### config.mk
export PLATFORM = sky130hd
export DESIGN_NAME = rr_arbiter_8_flat
export DESIGN_NICKNAME = d
export VERILOG_FILES = /design/src/rtl/rr_arbiter_8_if.sv /design/src/rtl/rr_arbiter_8.sv /design/src/flat_wrapper.sv
export SDC_FILE = /design/constraint.sdc
export NUM_CORES = 1
export LEC_CHECK = 0
export CAP_MARGIN = 20
export CORE_ASPECT_RATIO = 0.9
export CORE_MARGIN = 5
export CORE_UTILIZATION = 55
export DETAILED_ROUTE_END_ITERATION = 8
export DONT_BUFFER_PORTS = 1
export GPL_TIMING_DRIVEN = 0
export HOLD_SLACK_MARGIN = 0.08
export PLACE_DENSITY = 0.73
export SYNTH_ARGS = -nofsm -noshare
export SYNTH_HDL_FRONTEND = slang
export SYNTH_SLANG_ARGS = --single-unit
export TNS_END_PERCENT = 10
### constraint.sdc
create_clock -name clk -period 3.17 [get_ports clk]
set_input_delay 0.317 -clock clk [delete_from_list [all_inputs] [get_ports clk]]
set_output_delay 0.317 -clock clk [all_outputs]
set_load 0.005 [all_outputs]
### src/rtl/rr_arbiter_8_if.sv
// rtl/rr_arbiter_8_if.sv - request/grant bundle between eight requesters and rr_arbiter_8
//
// Signals:
//   req        requester -> arbiter, bit i is requester i, held for the whole transaction
//   gnt        arbiter -> requester, registered one-hot grant, zero when idle
//   gnt_idx    arbiter -> requester, binary index of the granted requester, 0 when idle
//   gnt_valid  arbiter -> requester, high while any grant is active
//   timeout    arbiter -> requester, one-cycle pulse on a forced release
// Modports: master = requester side, slave = arbiter side.
interface rr_arbiter_8_if;
  logic [7:0] req;
  logic [7:0] gnt;
  logic [2:0] gnt_idx;
  logic       gnt_valid;
  logic       timeout;

  modport master (
    output req,
    input  gnt,
    input  gnt_idx,
    input  gnt_valid,
    input  timeout
  );

  modport slave (
    input  req,
    output gnt,
    output gnt_idx,
    output gnt_valid,
    output timeout
  );
endinterface

### src/rtl/rr_arbiter_8.sv
// rtl/rr_arbiter_8.sv - eight-requester round-robin arbiter with registered one-hot grant
//
// Ports:
//   clk    rising-edge clock
//   rst_n  asynchronous active-low reset, drops any grant immediately
//   bus    rr_arbiter_8_if.slave: req in; gnt, gnt_idx, gnt_valid, timeout out
// Parameters:
//   TIMEOUT  maximum cycles a grant may be held (2..255), used with ARB_TIMEOUT_EN
//   CNT_W    hold counter width, 2**CNT_W must exceed TIMEOUT
// Optional feature macro: ARB_TIMEOUT_EN (forced release after TIMEOUT cycles).
module rr_arbiter_8 #(
  parameter int TIMEOUT = 16,
  parameter int CNT_W   = 8
) (
  input logic           clk,
  input logic           rst_n,
  rr_arbiter_8_if.slave bus
);

  if (TIMEOUT < 2 || TIMEOUT > 255 || (1 << CNT_W) <= TIMEOUT) begin : g_bad_params
    $error("rr_arbiter_8: illegal TIMEOUT/CNT_W combination");
  end

  typedef enum logic {IDLE, GRANT} state_t;

  state_t           state;
  logic [2:0]       ptr;
  logic [CNT_W-1:0] cnt;
  logic [7:0]       gnt_q;
  logic [2:0]       idx_q;
  logic             valid_q;

  // Rotating search: the first set request at or above ptr wins, wrapping 7->0.
  logic             found;
  logic [2:0]       winner;
  logic [2:0]       cand;

  always_comb begin
    found  = 1'b0;
    winner = 3'd0;
    cand   = 3'd0;
    for (int i = 0; i < 8; i++) begin
      cand = ptr + 3'(i);
      if (!found && bus.req[cand]) begin
        found  = 1'b1;
        winner = cand;
      end
    end
  end

`ifdef ARB_TIMEOUT_EN
  logic timeout_q;
`endif

  always_ff @(posedge clk or negedge rst_n) begin
    if (!rst_n) begin
      state   <= IDLE;
      ptr     <= 3'd0;
      cnt     <= '0;
      gnt_q   <= 8'h00;
      idx_q   <= 3'd0;
      valid_q <= 1'b0;
`ifdef ARB_TIMEOUT_EN
      timeout_q <= 1'b0;
`endif
    end else begin
`ifdef ARB_TIMEOUT_EN
      timeout_q <= 1'b0;
`endif
      case (state)
        IDLE: begin
          if (found) begin
            gnt_q   <= 8'h01 << winner;
            idx_q   <= winner;
            valid_q <= 1'b1;
            cnt     <= '0;
            state   <= GRANT;
          end
        end
        GRANT: begin
          // The served requester moves to the lowest priority slot on release.
          if (!bus.req[idx_q]) begin
            gnt_q   <= 8'h00;
            idx_q   <= 3'd0;
            valid_q <= 1'b0;
            ptr     <= idx_q + 3'd1;
            state   <= IDLE;
          end
`ifdef ARB_TIMEOUT_EN
          else if (cnt == CNT_W'(TIMEOUT - 1)) begin
            gnt_q     <= 8'h00;
            idx_q     <= 3'd0;
            valid_q   <= 1'b0;
            ptr       <= idx_q + 3'd1;
            state     <= IDLE;
            timeout_q <= 1'b1;
          end
`endif
          else if (cnt != {CNT_W{1'b1}}) begin
            cnt <= cnt + CNT_W'(1);
          end
        end
        default: state <= IDLE;
      endcase
    end
  end

  assign bus.gnt       = gnt_q;
  assign bus.gnt_idx   = idx_q;
  assign bus.gnt_valid = valid_q;
`ifdef ARB_TIMEOUT_EN
  assign bus.timeout   = timeout_q;
`else
  assign bus.timeout   = 1'b0;
`endif

endmodule

### src/flat_wrapper.sv
// flat-port wrapper written by rule: the top's interface ports become plain ports
module rr_arbiter_8_flat 
#(
  parameter int TIMEOUT = 16,
  parameter int CNT_W   = 8
)
  (clk, rst_n, bus_req, bus_gnt, bus_gnt_idx, bus_gnt_valid, bus_timeout);
  rr_arbiter_8_if bus_i ();
  input logic clk;
  input logic rst_n;
  input wire logic [$bits(bus_i.req)-1:0] bus_req;
  output wire logic [$bits(bus_i.gnt)-1:0] bus_gnt;
  output wire logic [$bits(bus_i.gnt_idx)-1:0] bus_gnt_idx;
  output wire logic [$bits(bus_i.gnt_valid)-1:0] bus_gnt_valid;
  output wire logic [$bits(bus_i.timeout)-1:0] bus_timeout;
  assign bus_i.req = bus_req;
  assign bus_gnt = bus_i.gnt;
  assign bus_gnt_idx = bus_i.gnt_idx;
  assign bus_gnt_valid = bus_i.gnt_valid;
  assign bus_timeout = bus_i.timeout;
  rr_arbiter_8 #(.TIMEOUT(TIMEOUT), .CNT_W(CNT_W)) u_core (.clk(clk), .rst_n(rst_n), .bus(bus_i));
endmodule
# == Word-level counts from Yosys, hierarchy flattened ==
# Cells that the tools add are included.
# op_classes
addsub,8
magnitude_cmp,9
eq_ne,2
n_shift,1
mux,46
bitwise,2
n_reduce_logical,16
# ops
cell,count
$lt 3x4->1 const B,9
$mux 3,10
$bmux 1 s3,9
$mux 1,21
$mux 8,2
$pmux 8 s2,1
$add 3x3->3 const B,4
$shl 1x3->8 const A,1
$logic_and 1x1->1,7
$logic_not 1->1,7
$add 3x1->3 const B,2
$add 3x2->3 const B,2
$pmux 3 s2,1
$pmux 1 s2,2
$reduce_and 2->1,2
$ne 2x1->1 const B,1
$ne 2x2->1 const B,1
$not 1->1,2
# word_totals
reg_bits,16
output_inout_bits,13
word_cells,89

# == Depth between registers and ports, before layout ==
# depth
word_depth,27
mapped_depth,14
ltp_nobuf,9

# == Worst setup path before layout ==
# OpenSTA, ideal clock, no wires.
# synth_timing
path_type,register to register
start,register u_core.ptr[0]
end,register u_core.gnt_q[1] (netlist: u_core.bus.gnt[1])
arrival_time_ps,3056
required_ps,3075
setup_slack_ps,18
path_stages_with_launch,14
path_buffers,4
period_less_slack_ps,3152
path_cell_list,dfrtp_1 -> buf_6 -> buf_2 -> inv_1 -> ha_1 -> buf_6 -> buf_6 -> mux2_1 -> a221oi_1 -> a22o_2 -> and2_4 -> a32oi_1 -> a211o_1 -> o31ai_1
# synth_via
elab_chain_len,27
word_cells_on_any_way,58
# synth_rtl
item,line_no,text
from (decl),rr_arbiter_8.sv:27,logic [2:0] ptr;
from (signal assigned),rr_arbiter_8.sv:86,ptr <= idx_q + 3'd1;
"parallel branches: the longest is 27 deep, another holds $add 3x1->3",n/a,
to (signal assigned),rr_arbiter_8.sv:73,gnt_q <= 8'h01 << winner;
to (decl),rr_arbiter_8.sv:29,logic [7:0] gnt_q;
# Parallel ways; which one is timed is not known. The select of a mux whose other input is x is not followed.
# A chain may end at the register's enable or synchronous reset.

# == Worst setup path in the final report ==
# layout_timing
start,register u_core.ptr[1]
end,register u_core.gnt_q[3] (netlist: u_core.bus.gnt[3])
# Same word-level chain as after synthesis.

==> results by group <==
Die
  – Core Area: 3300 sq um
  – Row cnt: 20
  – Die height: 64.9 um
  – # IOs: 23
  – Initial Util: 0.557
  – Full die area: 4600 sq um
  – Die Wd: 71.0 um

Synth
  – Cells after synthesis: 178
  – Async SR Flop Fraction: 1.00
  – Count of flip-flops with a built-in enable after synthesis: 0
  – Synthesis-stage register bit count: 16
  – Top-count cell post-synth: dfrtp_1
  – Post-Syn Nets: 191
  – Top FF cell, synth: dfrtp_1
  – Synth top cells by count: dfrtp_1, nand2_1, nand3_1
  – Sequential element share of the synthesized area: 0.218
  – Post-synth cell types: 58
  – Yosys Warn Count: 0
  – Mapped Area: 1840 sq um
  – Area fraction of the dominant cell type after synthesis: 0.218
  – Post-Syn Area per Cell: 10.3 sq um
  – Synth area leader: dfrtp_1
  – Synth area leaders: dfrtp_1, mux4_2, mux2i_1, nand3_1, o31ai_1

GRT
  – Global route overflow: 0
  – Number of global-route vias before repair: 1568
  – First-pass GRT wire length: 7.76 mm
  – Largest net degree at the start of global routing: 17
  – All-Layer GR Usage: 0.212
  – Initial antenna violation count: 0

Setup path
  – Worst EP arrival: 3.26 ns
  – Crit end category: flip-flop
  – Critical Path Source Type: flip-flop
  – Crit path max fanout: 12
  – Logic depth of the worst register-to-register path: 12
  – Required time of the critical path: 3.33 ns
  – CP Class: reg2reg

Clocking
  – TritonCTS Buffers: 3
  – Root Buffer Master: clkbuf_8
  – CTS H-tree lvls: 1
  – Later-pin clock latency in the skew report: 0.25 ns
  – CTS tree: done
  – Reg clk slew, reported paths: 0.06 ns
  – Clock Path Buffers: 2
  – CTS Sinks: 16

Layout
  – Syn-to-layout area delta: 22.6%
  – Post-route cell area: 2260 sq um
  – Share of layout cells above drive strength 1: 0.415
  – Ant. Diodes: 0
  – Fillers: 228
  – Final nets: 209

Placement
  – Post-DP HPWL: 3.35 mm
  – Port buffer count: 0
  – GPL Wtd Cong: 0.984
  – DP Worst Slack: -0.374 ns
  – Placed Area: 1900 sq um

Drt
  – Initial DRT Pass Iterations: 6
  – Iter 0 DRT Violations: 204
  – Vias per cell: 6.96
  – # DRC: 0
  – Total number of vias: 1664
  – Post-route ant nets: 0
  – Wire per inst: 21.3 um
  – Routed WL: 5.10 mm

Run status
  – Outcome: complete, no violations

Timing
  – Final Skew: 0.00490 ns
  – Final Max Slew Viols: 0
  – Period minus WS final: 3.09 ns
  – Setup-failing EPs final: 0
  – Unrepaired setup endpoints after global routing: true
  – Final WS setup: 0.0786 ns
  – Worst slew margin: 0.530
  – FMAX: 0.323 GHz
  – Tcrit/Tclk final: 0.975
  – Final hold vios: 0
  – Setup TNS: 0 ns
  – Actual slew at the worst max-slew pin: 0.703 ns

Job
  – Max-Cap Viols: 0

Min path
  – Worst Hold Class: reg2reg
  – Hold path depth: 2
-- registers in the layout, indices dropped and copies added (netlist names) --
| register | cells |
|---|---|
| u_core.bus.gnt_idx | 3 |
| u_core.ptr | 3 |
| u_core.bus.gnt | 8 |
| u_core.bus.gnt_valid | 1 |
| u_core.state | 1 |
-- metal layers --
metal	up-vias	part of all wire	global-route usage
li1	738	-	-
met1	803	0.38	0.287
met3	12	0.11	0.0682
met5	-	0	0
met2	111	0.50	0.333
met4	0	0.016	0.0446
-- logic make-up after synthesis --
| family | Yosys count | synth area share |
|---|---|---|
| compound gates | 50 | 0.226 |
| mux | 32 | 0.281 |
| fa+ha+maj | 3 | 0.0204 |
| simple gates | 53 | 0.152 |
| buf+inv | 17 | 0.0544 |
| xor+xnor | 6 | 0.0469 |
| other cells | 1 | 0.00204 |
| flops | 16 | 0.218 |
-- per-stage QoR --
step                cells  utilization  hold WS (ns)
floorplan             178            -        0.0214
CTS                   230        0.627         0.514
global route          239        0.683         0.558
global placement      222        0.574        0.0218
finish                239        0.683         0.506
detailed placement    222        0.574        0.0218
-- worst paths after layout --
check	start	endpoint	slack, ns
worst max-delay path	u_core.ptr[1]	u_core.bus.gnt[3]	0.08
worst min-delay path	u_core.bus.gnt_valid	u_core.bus.gnt_valid	0.51
min in group asynchronous	rst_n	u_core.bus.gnt[0]	0.55
worst min register to register	u_core.bus.gnt_valid	u_core.bus.gnt_valid	0.51
max in group asynchronous	rst_n	u_core.ptr[0]	2.17
worst max register to register	u_core.ptr[1]	u_core.bus.gnt[3]	0.08
-- area by class of cell --
class	count	area (sq um)	share of cell area
buffer	9	83.8	0.0371
clock buffer	4	55.1	0.0244
inverter	6	22.5	0.00998
multi-input combinational	145	1530	0.676
sequential	16	400	0.177
tap	44	55.1	0.0244
timing repair buffer	15	115	0.0510
-- worst max-delay path, stage by stage (launching register included) --
cell and delay [ns]:
dfrtp_1 0.37, buf_6 0.17, inv_2 0.07, ha_1 0.28, buf_6 0.14, buf_8 0.12
mux2_2 0.36, a221oi_2 0.29, a22o_2 0.25, and2_4 0.21, a32oi_4 0.13, a211o_4 0.37
o31ai_2 0.23
-- repair_timing --
action | CTS | global route
setup buffers | 3 | 11
gates resized for setup | 18 | 24
pin swaps | 4 | 8
setup endpoints to repair | 13 | 13
hold buffers | 1 | 0
gates cloned | 0 | 0
hold endpoints to repair | 16 | 0
-- placed cells by master, fill, tap and decap left out, types with 3 or more instances in the layout --
master	instances
buf_4	17
dfrtp_1	16
nand2_1	14
nand3_1	12
mux4_2	11
nor2_1	7
mux2i_1	7
o21ai_0	6
a21oi_1	6
mux2_2	5
a221oi_2	4
nand2b_1	4
o31ai_2	4
clkbuf_8	4
inv_2	3
nor2b_1	3
mux2_1	3
inv_1	3
mux2i_4	3
o31ai_1	3
ha_1	3
Power is left out: the tool's default activity adds up to more than one toggle a clock period on the data nets, which glitch-free logic cannot reach.
==> RTL change 1 (config.mk and constraints unchanged) <==
Reset style: synchronous (`rst_n`), changed in one clocked block. Comments in the files are not updated.
--- a/src/rtl/rr_arbiter_8.sv
+++ b/src/rtl/rr_arbiter_8.sv
@@ -52,7 +52,7 @@
   logic timeout_q;
 `endif
 
-  always_ff @(posedge clk or negedge rst_n) begin
+  always_ff @(posedge clk) begin
     if (!rst_n) begin
       state   <= IDLE;
       ptr     <= 3'd0;
Behaviour: differs if rst_n is asserted again (counterexample within 4 cycles, from zero or initial values and one cycle with rst_n low); with rst_n held inactive, the same outputs for 10 cycles.
==> RTL change 1 against the original RTL <==
- area after synthesis fell by 13%
- hold slack got worse by 0.29 ns
- sequential share of layout area grew 0.75 points
- highest routed layer unchanged
- routed wire length decreased by 17%
- setup slack lost 0.018 ns
- critical path type unchanged
- via count down 12%
- sequential cell count unchanged
- final area shrank 21%
- largest cell class unchanged
- cell count fell by 9.6%
==> RTL change 1: results <==
{
  "synthAdderAreaFrac_pct": 2.353,
  "layout-drive-gt1-share_pct": 31.82,
  "clk_pin_slew_worst_paths_ns": 0.08,
  "nets": 191,
  "synth_mux_area_share_pct": 31.06,
  "dpl_cell_area_um2": 1695,
  "hp-class": "input port to flop",
  "hold_start": "rst_n",
  "crit_fanout": 7,
  "grt_max_degree": 15,
  "reg2reg_from": "u_core.ptr[0]",
  "status": "complete, no violations",
  "syn_nets": 180,
  "routed_wirelength_um": 4215,
  "synth_xor_area_share_pct": 2.745,
  "crit_family": "simple AND/OR/NAND/NOR gates",
  "grt_pass1_vias": 1356,
  "ys_seq_area_share_pct": 20.08,
  "r2r-end": "u_core.bus.gnt[6]",
  "finClkSkew_ns": 0.001244,
  "fin_hold_ws_ns": 0.2125,
  "first_iter_violations": 162,
  "min_to": "u_core.state",
  "grt_usage_pct": 21.60,
  "synth_area_leaders": "dfxtp_1, mux4_2, a32o_1",
  "post-dp-hpwl_um": 3154,
  "max_stage_delay_ns": 0.60,
  "reg2regPathDepth": 9,
  "first_pass_iters": 5,
  "worst_pin_slew_ns": 0.5594
}
==> RTL change 1: cell count changes in the layout (fill, tap and decap cells not counted), moves of 4 or more <==
cell	before	now
dfrtp_1	16	0
dfxtp_1	0	14
nand3_1	12	2
a32o_1	1	9
buf_4	17	12
inv_1	3	8
a221oi_2	4	0
clkbuf_8	4	0
nor2_1	7	11
o31ai_2	4	0
==> RTL change 1: kinds of logic after synthesis <==
group / after synthesis
xor gates and xnor gates: 5
other: 1
buffers and inverters: 19
and+or+nand+nor: 46
adders and majority gates: 3
AOI/OAI and AO/OA: 46
muxes: 31
DFF: 16
==> RTL change 1: worst max path at each step <==
stage / from / to / slack [ns] / cells after the start
after detailed placement: u_core.ptr[1] / u_core.bus.gnt[0] / -0.31 / 12
after floorplan: u_core.ptr[1] / u_core.bus.gnt[0] / -0.02 / 12
after CTS: u_core.ptr[0] / u_core.bus.gnt[0] / 0.002 / 11
after global routing: u_core.ptr[1] / u_core.bus.gnt[6] / -0.02 / 9
final: u_core.ptr[0] / u_core.bus.gnt[6] / 0.06 / 9
after global placement: u_core.ptr[1] / u_core.bus.gnt[4] / -0.25 / 12
==> RTL change 1: metal layers <==
| layer | vias to the layer above | wire length (um) | global-route usage, % |
|---|---|---|---|
| met4 | 0 | 47 | 4.058 |
| met5 | - | 0 | 0 |
| met1 | 713 | 1833 | 31.79 |
| li1 | 678 | - | - |
| met3 | 6 | 332 | 4.562 |
| met2 | 74 | 2002 | 33.33 |
==> RTL change 1: stage by stage <==
| stage | setup slack, ns | total power [mW] | TNS [ns] | util (%) | std cells |
|---|---|---|---|---|---|
| after floorplan | -0.01756 | 1.308 | -0.07022 | - | 167 |
| after global placement | -0.2477 | 1.510 | -1.840 | 61.20 | 207 |
| after detailed placement | -0.3078 | 1.548 | -2.345 | 61.20 | 207 |
| after CTS | 0.001518 | 1.719 | 0 | 64.05 | 217 |
| after global routing | -0.02444 | 1.875 | -0.02444 | 64.00 | 216 |
| final | 0.06037 | 1.749 | 0 | 64.00 | 216 |
==> RTL change 1: cell type report <==
type	count	area (um^2)
plain buffers	4	21.27
clock buffers	3	22.52
fillers	237	997.2
inverters	10	42.54
multi-input cells	132	1226
repair buffers	11	82.58
flip-flops and latches	16	327.8
well taps	40	50.05
==> RTL change 1: what timing repair did <==
item                       in CTS  in global routing
gates resized for setup         4                  5
pin swaps                       4                  7
setup endpoints to repair      11                  8
setup buffers                   9                  2
==> RTL change 1: report_power, final <==
part | switching (mW) | internal (mW) | total (mW)
Clock | 0.0590 | 0.0441 | 0.103
Sequential | 0.0721 | 0.266 | 0.338
Combinational | 0.696 | 0.611 | 1.31
==> RTL change 2 (same flow settings) <==
Without the edit above. Add a define of `ARB_TIMEOUT_EN`.
--- a/src/rtl/rr_arbiter_8.sv
+++ b/src/rtl/rr_arbiter_8.sv
@@ -8,6 +8,8 @@
 //   TIMEOUT  maximum cycles a grant may be held (2..255), used with ARB_TIMEOUT_EN
 //   CNT_W    hold counter width, 2**CNT_W must exceed TIMEOUT
 // Optional feature macro: ARB_TIMEOUT_EN (forced release after TIMEOUT cycles).
+`define ARB_TIMEOUT_EN
+
 module rr_arbiter_8 #(
   parameter int TIMEOUT = 16,
   parameter int CNT_W   = 8
Formal check against the unedited RTL: same outputs for any inputs over 10 cycles, from zero or initial values and one cycle with rst_n low; that may be too few to reach the edited logic, so the function may still have changed.
==> RTL change 2 against the original RTL <==
- the flow now finishes with violations (negative setup slack)
- sequential cell count grew 9
- routed wire length grew 13%
- area after synthesis grew 15%
- highest routed layer unchanged
- final area grew 11%
- setup slack lost 0.30 ns
- synthesized cell count grew 19%
- hold slack lost 0.15 ns
- cell count grew 15%
- critical path depth is the same
- core utilization shrank 0.92 points
==> RTL change 2: results <==
{
  "status": "complete, but fails checks",
  "violations": "negative setup slack",
  "slew_headroom_pct": 51.74,
  "grt_first_pass_wirelength_um": 9390,
  "gr-usage-met1_pct": 31.07,
  "synth_top_area_share_pct": 29.66,
  "nets": 245,
  "routed-wl-met3_um": 487,
  "synth.avg_cell_area_um2": 9.998,
  "wl_per_cell_um": 20.96,
  "synth_area_leaders": "dfrtp_1, mux4_2, mux2i_1",
  "ys_seq_area_share_pct": 29.66,
  "slowest_stage": "mux4_2",
  "gp_congestion": 1.062,
  "first_pass_iters": 4,
  "max_stage_delay_ns": 0.60,
  "post-dp-hpwl_um": 3872,
  "first_iter_violations": 191,
  "setup_tns_ns": -2.876,
  "worst_slack_ns": -0.2244,
  "crit_fanout": 6,
  "cp.arrival_ns": 3.58,
  "via_per_inst": 7.062,
  "clock_latency_ns": 0.28,
  "syn_nets": 225,
  "met1_length_um": 2370,
  "hp-class": "input port to asynchronous set/reset pin",
  "use_met2_pct": 37.93,
  "finClkSkew_ns": 0.007628,
  "dpl_worst_slack_ns": -0.5193,
  "met2WireLength_um": 2810,
  "setup-violations-final": 20,
  "p_seq_share_pct": 17.6,
  "grt_usage_pct": 23.70,
  "yosysUniqueCellTypes": 59,
  "clk_pin_slew_worst_paths_ns": 0.10
}
RTL change 2: path summary, 6_finish.rpt:
| kind | startpoint | endpoint | slack (ns) | depth (start not counted) |
|---|---|---|---|---|
| hold / removal | rst_n | u_core.cnt[1] | 0.35 | 1 |
| setup / recovery | u_core.ptr[0] | u_core.bus.gnt[1] | -0.22 | 12 |
| setup reg to reg | u_core.ptr[0] | u_core.bus.gnt[1] | -0.22 | 12 |
| max in group asynchronous | rst_n | u_core.ptr[0] | 2.37 | 2 |
| hold reg to reg | u_core.bus.gnt_valid | u_core.bus.gnt_valid | 0.53 | 2 |
| min in group clk | u_core.bus.gnt_valid | u_core.bus.gnt_valid | 0.53 | 2 |
RTL change 2: what timing repair did:
item / in CTS / in global routing
endpoints found under the setup margin: 21 / 20
resized for setup: 18 / 7
hold buffers: 1 / 0
pin swaps: 7 / 3
endpoints found under the hold margin: 25 / 0
buffers inserted: 11 / 2
RTL change 2: area by class of cell:
class,instances,area share [%]
Clock buffer,3,1.653
Tap cell,46,2.305
Clock inverter,1,0.3507
Timing Repair Buffer,15,5.060
Sequential cell,25,25.15
Multi-Input combinational cell,170,60.57
Inverter,6,1.403
Buffer,10,3.507
RTL change 2: stage by stage:
stage / total power [mW] / area, um^2 / hold slack (ns)
floorplan: 2.065 / 2161 / 0.02141
global placement: 2.382 / 2218 / 0.02212
detailed placement: 2.442 / 2218 / 0.02206
CTS: 2.878 / 2434 / 0.5244
global route: 3.271 / 2497 / 0.3564
finish: 3.070 / 2497 / 0.3512
RTL change 2: cells by family after synthesis:
kind of cell	after synthesis	synth area share, %
xor gates and xnor gates	7	2.906
and+or+nand+nor	72	18.45
AOI/OAI and AO/OA	53	18.39
DFF	25	29.66
adders and majority gates	4	2.373
muxes	34	24.91
buffers and inverters	16	3.322
